**src/rtl/intr_pkg.sv**
```systemverilog
// rtl/intr_pkg.sv - shared types, default constants and priority pick for intr_arbiter
package intr_pkg;

  typedef enum logic [1:0] {
    ST_IDLE  = 2'd0,
    ST_PULSE = 2'd1,
    ST_GAP   = 2'd2
  } intr_state_t;

  localparam int N_SRC_DEF     = 4;
  localparam int PULSE_LEN_DEF = 6;
  localparam int ID_W_DEF      = 4;

  // First set bit of req scanning upward from start, wrapping at n.
  function automatic logic [3:0] prio_pick(input logic [15:0] req,
                                           input logic [3:0]  start,
                                           input int unsigned n);
    logic [3:0]  sel;
    logic        found;
    int unsigned idx;
    sel   = '0;
    found = 1'b0;
    for (int unsigned i = 0; i < 16; i++) begin
      idx = (32'(start) + i) % n;
      if (i < n && !found && req[idx[3:0]]) begin
        sel   = idx[3:0];
        found = 1'b1;
      end
    end
    return sel;
  endfunction

endpackage

```
**src/rtl/intr_edge_det.sv**
```systemverilog
// rtl/intr_edge_det.sv - rising-edge detector with per-bit history register
module intr_edge_det #(
  parameter int N = 4
) (
  input  logic         CLK,
  input  logic         RST,
  input  logic [N-1:0] req_i,
  output logic [N-1:0] evt_o
);

  logic [N-1:0] src_q;

  always_ff @(posedge CLK) begin
    if (RST) src_q <= '0;
    else     src_q <= req_i;
  end

  assign evt_o = req_i & ~src_q;

endmodule

```
**src/rtl/intr_arbiter.sv**
```systemverilog
// rtl/intr_arbiter.sv - pending latch, arbiter and pulse FSM; INTR_RR_ARB_EN selects round-robin
module intr_arbiter
  import intr_pkg::*;
#(
  parameter int N_SRC     = N_SRC_DEF,
  parameter int PULSE_LEN = PULSE_LEN_DEF,
  parameter int ID_W      = ID_W_DEF
) (
  input  logic             CLK,
  input  logic             RST,
  input  logic [N_SRC-1:0] src_req,
  input  logic [N_SRC-1:0] src_mask,
  input  logic [N_SRC-1:0] pend_clr,
  output logic             interrupt,
  output logic [ID_W-1:0]  intr_id,
  output logic [N_SRC-1:0] pending,
  output logic             overrun
);

  localparam int CNT_W = (PULSE_LEN > 1) ? $clog2(PULSE_LEN) : 1;

  intr_state_t      state_q;
  logic [CNT_W-1:0] cnt_q;
  logic             interrupt_q;
  logic [ID_W-1:0]  intr_id_q;
  logic [N_SRC-1:0] pending_q, pending_d;
  logic             overrun_q, overrun_d;
  logic [N_SRC-1:0] evt, req_vec, clr;
  logic [3:0]       start, winner;
  logic             do_grant;
`ifdef INTR_RR_ARB_EN
  logic [3:0]       ptr_q;
`endif

  intr_edge_det #(.N(N_SRC)) u_edge_det (
    .CLK   (CLK),
    .RST   (RST),
    .req_i (src_req),
    .evt_o (evt)
  );

  always_comb begin
    req_vec = pending_q & src_mask;
`ifdef INTR_RR_ARB_EN
    start = (ptr_q == 4'(N_SRC - 1)) ? 4'd0 : ptr_q + 4'd1;
`else
    start = 4'd0;
`endif
    winner    = prio_pick(16'(req_vec), start, N_SRC);
    do_grant  = (state_q == ST_IDLE) && (|req_vec);
    clr       = pend_clr | (do_grant ? (N_SRC'(1) << winner) : '0);
    // A new event beats a same-cycle clear on the same bit.
    pending_d = (pending_q & ~clr) | evt;
    overrun_d = (overrun_q & ~(|pend_clr)) | (|(evt & pending_q & ~clr));
  end

  always_ff @(posedge CLK) begin
    if (RST) begin
      state_q     <= ST_IDLE;
      cnt_q       <= '0;
      interrupt_q <= 1'b0;
      intr_id_q   <= '0;
      pending_q   <= '0;
      overrun_q   <= 1'b0;
`ifdef INTR_RR_ARB_EN
      ptr_q       <= 4'(N_SRC - 1);
`endif
    end else begin
      pending_q <= pending_d;
      overrun_q <= overrun_d;
      case (state_q)
        ST_IDLE: begin
          if (do_grant) begin
            intr_id_q   <= ID_W'(winner);
            cnt_q       <= CNT_W'(PULSE_LEN - 1);
            interrupt_q <= 1'b1;
            state_q     <= ST_PULSE;
`ifdef INTR_RR_ARB_EN
            ptr_q       <= winner;
`endif
          end
        end
        ST_PULSE: begin
          if (cnt_q == '0) begin
            interrupt_q <= 1'b0;
            state_q     <= ST_GAP;
          end else begin
            cnt_q <= cnt_q - 1'b1;
          end
        end
        ST_GAP: state_q <= ST_IDLE;
        default: begin
          interrupt_q <= 1'b0;
          state_q     <= ST_IDLE;
        end
      endcase
    end
  end

  assign interrupt = interrupt_q;
  assign intr_id   = intr_id_q;
  assign pending   = pending_q;
  assign overrun   = overrun_q;

endmodule

```
**config.mk**
```make
export PLATFORM = sky130hd
export DESIGN_NAME = intr_arbiter
export DESIGN_NICKNAME = d
export VERILOG_FILES = /design/src/rtl/intr_pkg.sv /design/src/rtl/intr_edge_det.sv /design/src/rtl/intr_arbiter.sv
export SDC_FILE = /design/constraint.sdc
export NUM_CORES = 1
export LEC_CHECK = 0
export BUFFER_PORTS_ARGS = -buffer_cell sky130_fd_sc_hd__buf_2
export CAP_MARGIN = 20
export CELL_PAD_IN_SITES_DETAIL_PLACEMENT = 1
export CELL_PAD_IN_SITES_GLOBAL_PLACEMENT = 2
export CORE_AREA = 2 2 56 58
export DETAILED_ROUTE_END_ITERATION = 7
export DIE_AREA = 0 0 58 60
export PLACE_DENSITY_LB_ADDON = 0.1
export SLEW_MARGIN = 20
export SYNTH_ARGS = -nofsm -noshare
export SYNTH_HDL_FRONTEND = slang
export SYNTH_SLANG_ARGS = --single-unit
```
**constraint.sdc**
```tcl
create_clock -name CLK -period 1.8 [get_ports CLK]
set_input_delay 0.27 -clock CLK [delete_from_list [all_inputs] [get_ports CLK]]
set_output_delay 0.27 -clock CLK [all_outputs]
set_load 0.1 [all_outputs]
```
==> metrics.txt <==
status=finished clean; register bit total from synthesis=17; critical-path cell list=inv_1 > ha_1 > ha_1 > or3b_2 > a31oi_1 > nor2_1; synth unique cells=34; mean post-synth cell area=9.035 µm²; Skew-Pair Late Insertion Delay=300 ps; Worst setup SP type=register; Chip Height=60 µm; # fillers=373; fin nets=128; routed wire length=1.966 mm; CP arrival=1850 ps; DP Worst Slack=151.2 ps; slowest stage delay, CP=500 ps; HP Class=primary input to register; crit path capture type=register; Chip Width=58 µm; num ports=24; Synth async-reset ratio=0%; CP most frequent cell=ha_1; maximum vdd drop=0.4968 mV; Clock Sink Count=17; register area share after synthesis=43.80%; Power Density=1019 mW/mm²; # H-tree levels=1; Static Leakage=0.3992 nW; # setup viols final=0; hold-fix buffer count after cts=0; ANT nets after route=0; GPL Wtd Cong=0.7282; max cap viols=0; first-pass iteration count of the detailed router=3; Tot GR Track Use=12.79%; final setup TNS=0 ps; IO Port Bufs=21; initial antenna violation count=0; Post-CTS Resized=0; Synth top area share=43.80%; vias in the first global route=719; Area Growth Syn to Fin=22.38%; FP Rows=20; clock-pin slew on the worst setup and hold paths=110 ps; Setup WS post-layout=143.2 ps; Std-Cell Core Area=0.002903 mm²; Vias per Instance=4.910; setup bufs post-CTS=0; global-route wire length before repair=3.256 mm; Residual DRC=0; Clock Tree Buf Depth=2; worst endpoint required time=1990 ps; CTS tree=yes; die area=0.003480 mm²; layout cells sized above 1=33.33%; Synth Cell Area=777.0 µm²; yosys warns=0; CP bufs+invs=1; GR Overflow Total=0; fin crit period=1657 ps; number of diodes=0; Iteration-0 DRC Markers=19; Post-synth EDFFs=0; Crit-path slowest cell=or3b_2; largest cells by area after synthesis=dfxtp_1 (44%), a21oi_1 (3.9%), inv_1 (3.9%); Initial Util=26.77%; Final Hold Viols=0; Synth area leader=dfxtp_1; Num CTS Buffers=3; Cells after Synth=86; Max Slew Vio Count=0; root buf cell=clkbuf_4; critical path type=register to register; critical path fanouts, max=4; clk_skew=9.540 ps; RSZ-0062 raised after global routing=false; Synth Flop Type=dfxtp_1; Post-DP HPWL=1.551 mm; fin crit share=92.05%; largest net degree at the start of global routing=19; family with the most delay on the worst path=simple AND/OR/NAND/NOR gates; Vias=707; highest clock rate=0.6036 GHz; mean routed wirelength per cell=13.65 µm
worst reg2reg max path, stage by stage, from the launching register on:
cell and delay [ps]:
dfxtp_1 350, inv_1 70, ha_1 200, ha_1 210
or3b_2 500, a31oi_1 180, nor2_1 50
where the power goes:
group | internal [mW] | switching (mW)
logic | 0.0894 | 0.227
registers | 0.413 | 0.0265
clock network | 0.0827 | 0.130
total | 0.585 | 0.384
worst paths after layout:
check,from,endpoint,slack (ps),depth (start not counted)
hold / removal,src_req[0],u_edge_det.src_q[0]$_SDFF_PP0_,200,2
hold reg to reg,intr_id[0]$_SDFFE_PP0P_,intr_id[0]$_SDFFE_PP0P_,470,2
setup reg to reg,cnt_q[0]$_SDFFE_PP0P_,cnt_q[1]$_SDFFE_PP0P_,140,6
setup / recovery,cnt_q[0]$_SDFFE_PP0P_,cnt_q[1]$_SDFFE_PP0P_,140,6
final cells by class:
type / count / area [µm²] / share of cell area [%]
clock buffer: 3 / 22.52 / 2.368
clock inverter: 1 / 5.005 / 0.5263
inverter: 8 / 30.03 / 3.158
multi-input combinational: 58 / 379.1 / 39.87
sequential: 17 / 345.3 / 36.32
tap: 33 / 41.29 / 4.342
timing repair buffer: 24 / 127.6 / 13.42
placed cells by master (no fill, tap or decap), types with 2 or more instances in the layout:
cell type,synthesis,layout
buf_2,1,21
dfxtp_1,17,13
inv_1,8,8
nor2_1,6,6
a21oi_1,6,6
nand2_1,5,5
a31oi_1,4,4
nor2b_1,4,4
dfxtp_2,0,4
nand2b_1,3,3
clkbuf_4,0,3
buf_4,2,3
nor3b_1,2,2
or3b_2,2,2
a211oi_1,2,2
nand3_1,2,2
a2111oi_0,2,2
ha_1,2,2
conb_1,1,2
state kept, by name, summed over array words and instances, names as in the netlist:
| register | cells |
|---|---|
| pending | 4 |
| u_edge_det.src_q | 4 |
| cnt_q | 3 |
| intr_id | 2 |
| state_q | 2 |
| interrupt | 1 |
| overrun | 1 |
synthesized netlist by cell type (all sizes together) (2+ instances only):
cell	instances
a2111oi	2
a211o	2
a211oi	2
a21oi	7
a31oi	4
buf	4
dfxtp	17
ha	2
inv	8
nand2	6
nand2b	3
nand3	2
nor2	6
nor2b	4
nor3b	2
or3b	2
layer usage:
metal | track usage [%] | vias up | routed length [µm]
met1 | 14.94 | 331 | 927
met5 | 0 | - | 0
li1 | - | 358 | -
met2 | 21.43 | 14 | 933
met3 | 3.896 | 4 | 78
met4 | 5.980 | 0 | 27
stage by stage:
stage | hold slack (ps) | total power [mW] | instances | util, % | instance area (µm²)
final | 199.7 | 0.9686 | 144 | 32.76 | 950.9
after global placement | 451.3 | 0.7602 | 140 | 31.81 | 923.4
after CTS | 186.8 | 0.9948 | 144 | 32.76 | 950.9
after floorplan | 398.2 | 0.6910 | 87 | - | 785.8
after detailed placement | 453.6 | 0.7703 | 140 | 31.81 | 923.4
after global routing | 174.2 | 1.040 | 144 | 32.76 | 950.9
cells by family after synthesis:
logic type,share of synthesized area [%]
buf+inv,7.889
simple gates,20.94
fa+ha+maj,3.220
other cells,0.4826
flops,43.80
compound gates,23.67
Note: power is estimated with default switching activity, not from simulation.
